==> config.mk <==
export PLATFORM = sky130hd
export DESIGN_NAME = imem_loader
export DESIGN_NICKNAME = d
export VERILOG_FILES = /design/src/rtl/imem_loader_pkg.sv /design/src/rtl/imem_word_assembler.sv /design/src/rtl/imem_loader.sv
export SDC_FILE = /design/constraint.sdc
export NUM_CORES = 1
export LEC_CHECK = 0
export ABC_AREA = 1
export BUFFER_PORTS_ARGS = -buffer_cell sky130_fd_sc_hd__clkbuf_2
export CORE_MARGIN = 2
export CORE_UTILIZATION = 60
export DETAILED_ROUTE_END_ITERATION = 7
export PLACE_DENSITY = 0.84
export SYNTH_ARGS = -nofsm -noshare
export SYNTH_HDL_FRONTEND = slang
export SYNTH_HIERARCHICAL = 1
export SYNTH_SLANG_ARGS = --single-unit
export TNS_END_PERCENT = 5
==> constraint.sdc <==
create_clock -name clk -period 3.5 [get_ports clk]
set_input_delay 0.7 -clock clk [delete_from_list [all_inputs] [get_ports clk]]
set_output_delay 0.7 -clock clk [all_outputs]
set_load 0.1 [all_outputs]
==> src/rtl/imem_loader_pkg.sv <==
// Shared encodings and field widths for the instruction-memory boot loader.
package imem_loader_pkg;

  localparam int LEN_W  = 16;
  localparam int BYTE_W = 8;
  localparam int WORD_W = 32;

  localparam logic [2:0] S_IDLE   = 3'd0;
  localparam logic [2:0] S_LEN_HI = 3'd1;
  localparam logic [2:0] S_LEN_LO = 3'd2;
  localparam logic [2:0] S_DATA   = 3'd3;
  localparam logic [2:0] S_WRITE  = 3'd4;
  localparam logic [2:0] S_CHK    = 3'd5;
  localparam logic [2:0] S_DONE   = 3'd6;
  localparam logic [2:0] S_ERR    = 3'd7;

  typedef enum logic [2:0] {
    ST_IDLE   = S_IDLE,
    ST_LEN_HI = S_LEN_HI,
    ST_LEN_LO = S_LEN_LO,
    ST_DATA   = S_DATA,
    ST_WRITE  = S_WRITE,
    ST_CHK    = S_CHK,
    ST_DONE   = S_DONE,
    ST_ERR    = S_ERR
  } state_t;

endpackage

==> src/rtl/imem_word_assembler.sv <==
// Big-endian word assembly and running XOR of the data bytes.
// word presents the complete word including the byte being shifted in this cycle.
module imem_word_assembler
  import imem_loader_pkg::*;
(
  input  logic              clk,
  input  logic              reset,
  input  logic              clear,
  input  logic              shift,
  input  logic [1:0]        byte_idx,
  input  logic [BYTE_W-1:0] byte_in,
  output logic              word_done,
  output logic [WORD_W-1:0] word,
  output logic [BYTE_W-1:0] xor_acc
);

  logic [WORD_W-BYTE_W-1:0] word_q;
  logic [BYTE_W-1:0]        xor_q;

  always_ff @(posedge clk) begin
    if (reset || clear) begin
      word_q <= '0;
      xor_q  <= '0;
    end else if (shift) begin
      word_q <= word[WORD_W-BYTE_W-1:0];
      xor_q  <= xor_q ^ byte_in;
    end
  end

  assign word      = {word_q, byte_in};
  assign word_done = shift && (byte_idx == 2'd3);
  assign xor_acc   = xor_q;

endmodule

==> src/rtl/imem_loader.sv <==
// Boot-time instruction-memory loader: length header, big-endian words, XOR checksum.
// state  | meaning
// IDLE   | waiting for start after reset
// LEN_HI | expecting word-count high byte
// LEN_LO | expecting word-count low byte
// DATA   | collecting the 4 bytes of a word
// WRITE  | one-cycle memory write strobe
// CHK    | expecting checksum byte
// DONE   | image valid, core released
// ERR    | bad length or checksum, core held
module imem_loader
  import imem_loader_pkg::*;
#(
  parameter logic [31:0] BASE_ADDR = 32'h0000_0000,
  parameter int          MAX_WORDS = 256
) (
  input  logic              clk,
  input  logic              reset,
  input  logic              start,
  input  logic              byte_valid,
  input  logic [BYTE_W-1:0] byte_data,
  output logic              byte_ready,
  output logic              mem_we,
  output logic [31:0]       mem_addr,
  output logic [WORD_W-1:0] mem_wdata,
  output logic              cpu_hold,
  output logic              done,
  output logic              error,
  output logic [LEN_W-1:0]  words_loaded
);

  localparam logic [LEN_W-1:0] MAX_LEN = LEN_W'(MAX_WORDS);

  state_t            state_q, state_d;
  logic [BYTE_W-1:0] len_hi_q;
  logic [LEN_W-1:0]  len_q;
  logic [LEN_W-1:0]  words_q;
  logic [1:0]        idx_q;
  logic              accept, restart, shift, word_done;
  logic [WORD_W-1:0] word;
  logic [BYTE_W-1:0] xor_acc;
  logic [LEN_W-1:0]  len_in;

  assign byte_ready = (state_q == ST_LEN_HI) || (state_q == ST_LEN_LO) ||
                      (state_q == ST_DATA)   || (state_q == ST_CHK);
  assign accept  = byte_valid && byte_ready;
  assign restart = start && ((state_q == ST_IDLE) || (state_q == ST_DONE) ||
                             (state_q == ST_ERR));
  assign shift   = (state_q == ST_DATA) && accept;
  assign len_in  = {len_hi_q, byte_data};

  imem_word_assembler u_asm (
    .clk       (clk),
    .reset     (reset),
    .clear     (restart),
    .shift     (shift),
    .byte_idx  (idx_q),
    .byte_in   (byte_data),
    .word_done (word_done),
    .word      (word),
    .xor_acc   (xor_acc)
  );

  always_comb begin
    state_d = state_q;
    case (state_q)
      ST_IDLE, ST_DONE, ST_ERR: if (restart) state_d = ST_LEN_HI;
      ST_LEN_HI: if (accept) state_d = ST_LEN_LO;
      ST_LEN_LO: begin
        if (accept) begin
          if (len_in > MAX_LEN)   state_d = ST_ERR;
          else if (len_in == '0) state_d = ST_CHK;
          else                    state_d = ST_DATA;
        end
      end
      ST_DATA: if (word_done) state_d = ST_WRITE;
      ST_WRITE: begin
        if (({1'b0, words_q} + 17'd1) < {1'b0, len_q}) state_d = ST_DATA;
        else                                           state_d = ST_CHK;
      end
      ST_CHK: if (accept) state_d = (byte_data == xor_acc) ? ST_DONE : ST_ERR;
      default: state_d = ST_IDLE;
    endcase
  end

  always_ff @(posedge clk) begin
    if (reset) begin
      state_q   <= ST_IDLE;
      len_hi_q  <= '0;
      len_q     <= '0;
      words_q   <= '0;
      idx_q     <= '0;
      mem_addr  <= BASE_ADDR;
      mem_wdata <= '0;
    end else begin
      state_q <= state_d;
      if (restart) begin
        words_q <= '0;
        idx_q   <= '0;
      end
      if ((state_q == ST_LEN_HI) && accept) len_hi_q <= byte_data;
      if ((state_q == ST_LEN_LO) && accept) len_q <= len_in;
      if (shift) idx_q <= idx_q + 2'd1;
      // Address and data are captured on the last byte so they are stable during WRITE.
      if (word_done) begin
        mem_addr  <= BASE_ADDR + {{(32-LEN_W-2){1'b0}}, words_q, 2'b00};
        mem_wdata <= word;
      end
      if ((state_q == ST_WRITE) && (words_q < len_q)) words_q <= words_q + 1'b1;
    end
  end

  assign mem_we       = (state_q == ST_WRITE);
  assign cpu_hold     = (state_q != ST_DONE);
  assign done         = (state_q == ST_DONE);
  assign error        = (state_q == ST_ERR);
  assign words_loaded = words_q;

endmodule

==> reports/results.tsv <==
metric	value	unit
Max stage delay cell, worst path	dfxtp_1	
setup bufs post-CTS	0	
Hold Buf Count CTS	0	
synth unique cells	42	
Inserted Clock Buffers	17	
PnR Total Power	4.46	mW
worst slew pin tran	677	ps
core area	10100	sq um
CTS tree	built	
vias in the first global route	5190	
pre-CTS setup slack	937	ps
Bufs on Longest Clock Path	2	
drt pass-1 iters	5	
Die H	105	um
fraction of layout cells with a size suffix above 1	20.4	%
Pleak	3.21	nW
cts repair resizes	0	
Synth Cell Area	6180	sq um
CP required	2800	ps
1st-iter DRT viols	331	
post-synth top area share	40.5	%
Synth async-reset ratio	0	%
GRT Overall Usage	27.3	%
kind of end point of the critical path	output port	
final net count	916	
Final GP Congestion	0.852	
IO Port Bufs	80	
DIE WIDTH	105	um
Min-Delay Path Class	reg2reg	
RSZ-0062 raised after global routing	no	
Ports	97	
TNS Setup	0	ps
CP peak stage delay	560	ps
GRT overflow	0	
fillers	849	
first-pass GRT wire length	24600	um
setup ws final	886	ps
maximum clock rate	383	MHz
EDFF count, synth	0	
Crit Path Max Fanout	8	
Syn Area/Cell	7.59	sq um
VDD IR max	0.734	mV
# DRC	0	
Final period util	74.7	%
outcome	finished clean	
Seq/Total Area, Yosys	40.5	%
Layout Area Growth over Synthesis	14.1	%
Cell Pwr Density	633	nW/um^2
CP top delay family	buffers and inverters	
remaining antenna violation count	0	
WP buf/inv	2	
max cap viols	0	
dominant cells by area after synthesis	dfxtp_1 40%, nand2_1 7.3%, nor2_1 6.7%	
Setup crit start kind	register	
WS Path Type	reg2out	
synth cell count leaders	125 x dfxtp_1, 120 x nand2_1, 111 x nor2_1, 76 x a21oi_1, 71 x o21ai_0	
Initial Utilization	61.0	%
Slew Viols, Final	0	
area of the multi-input gates	3070	sq um
htree depth	4	
Clock Sinks	125	
largest net degree at the start of global routing	57	
Mapped Cells	814	
FP Rows	37	
CP Cell Sequence	inv_2 > nor3_4 > clkbuf_2	
routed vias	5427	
count leader, synth	dfxtp_1	
Final Hold Fails	0	
Max-slew headroom	54.8	%
critical path arrival	1910	ps
initial antenna violation count	0	
internal reg-to-reg setup slack	920	ps
ANT cells	0	
vias per cell	5.31	
DP HPWL	9780	um
setup violators final	0	
biggest area consumer among synthesized cells	dfxtp_1	
WL/cell	14.2	um
clk_lat worst skew	530	ps
Synth Warn #	6	
die area	11100	sq um
Setup Skew	6.46	ps
minimum clock period after layout	2610	ps
Worst-path clk slew	60	ps
Register Area	2500	sq um
Routed WL	14500	um
CTS root buffer	clkbuf_8	
Yosys reg bits	125	
Main synth FF type	dfxtp_1	
[cells by family (layout without fill, tap and decap cells)]
family,count (synthesis),count (layout),synth area share (%)
AND/OR/NAND/NOR,322,322,23.4
XOR/XNOR,15,15,2.25
AO/OA/AOI/OAI,183,183,16.6
adder cells (fa/ha/maj),31,31,6.28
buffers and inverters,137,194,10.8
flip-flops,125,125,40.5
other,1,16,0.0607
[report_power, final]
| part | internal [mW] | total (mW) | switching, mW |
|---|---|---|---|
| logic | 0.299 | 1.20 | 0.898 |
| clock network | 1.03 | 1.68 | 0.644 |
| registers | 1.51 | 1.59 | 0.0785 |
[through the flow]
stage | instance area [sq um] | util, % | std cells | hold WS [ps]
floorplan | 6240 | - | 829 | 438
global route | 7050 | 69.6 | 1022 | 483
global placement | 6480 | 63.9 | 990 | 454
detailed placement | 6480 | 63.9 | 990 | 459
CTS | 7050 | 69.6 | 1022 | 468
finish | 7050 | 69.6 | 1022 | 466
[cell type report]
class	count	share of cell area (%)
clock inverter	13	1.99
sequential	125	35.5
timing repair buffer	86	6.32
tap	136	2.41
multi-input combinational	567	43.6
inverter	76	4.13
clock buffer	19	6.12
[tightest hold or removal path, cell delays in order, from the launching register on]
cell	delay [ps]
dfxtp_1	310
nand2_1	60
a21oi_1	50
[flip-flops by register name (all words and copies together), names as in the netlist]
register       flops
u_asm/word_q      24
words_loaded      16
mem_wdata         32
u_asm/xor_acc      8
len_hi_q           8
mem_addr          16
state_q            3
len_q             16
idx_q              2
[layer usage]
layer	up-vias	GRT usage [%]	wire length [um]
li1	2739	-	-
met1	2485	35.7	6400
met2	175	44.2	7040
met3	28	5.07	747
met4	0	11.3	307
met5	-	0	0
[placed cells by master (no fill, tap or decap), types with 6 or more instances in the layout]
cell type	count
nor2_1	110
dfxtp_1	125
nand4_1	9
inv_1	63
nor2_4	7
ha_1	31
o21ai_1	6
a21oi_2	23
buf_4	6
clkbuf_16	16
inv_2	9
clkbuf_2	80
conb_1	16
a21oi_1	76
xor2_1	9
nand3_1	50
nand2_1	120
o21ai_0	71
[final timing paths]
kind | startpoint | end | cells past startpoint
setup / recovery | state_q[2] | mem_we | 3
setup reg to reg | words_loaded[0] | state_q[2] | 19
hold reg to reg | u_asm/word_q[23] | u_asm/word_q[23] | 2
hold / removal | u_asm/word_q[23] | u_asm/word_q[23] | 2
Note: power is estimated with default switching activity, not from simulation.
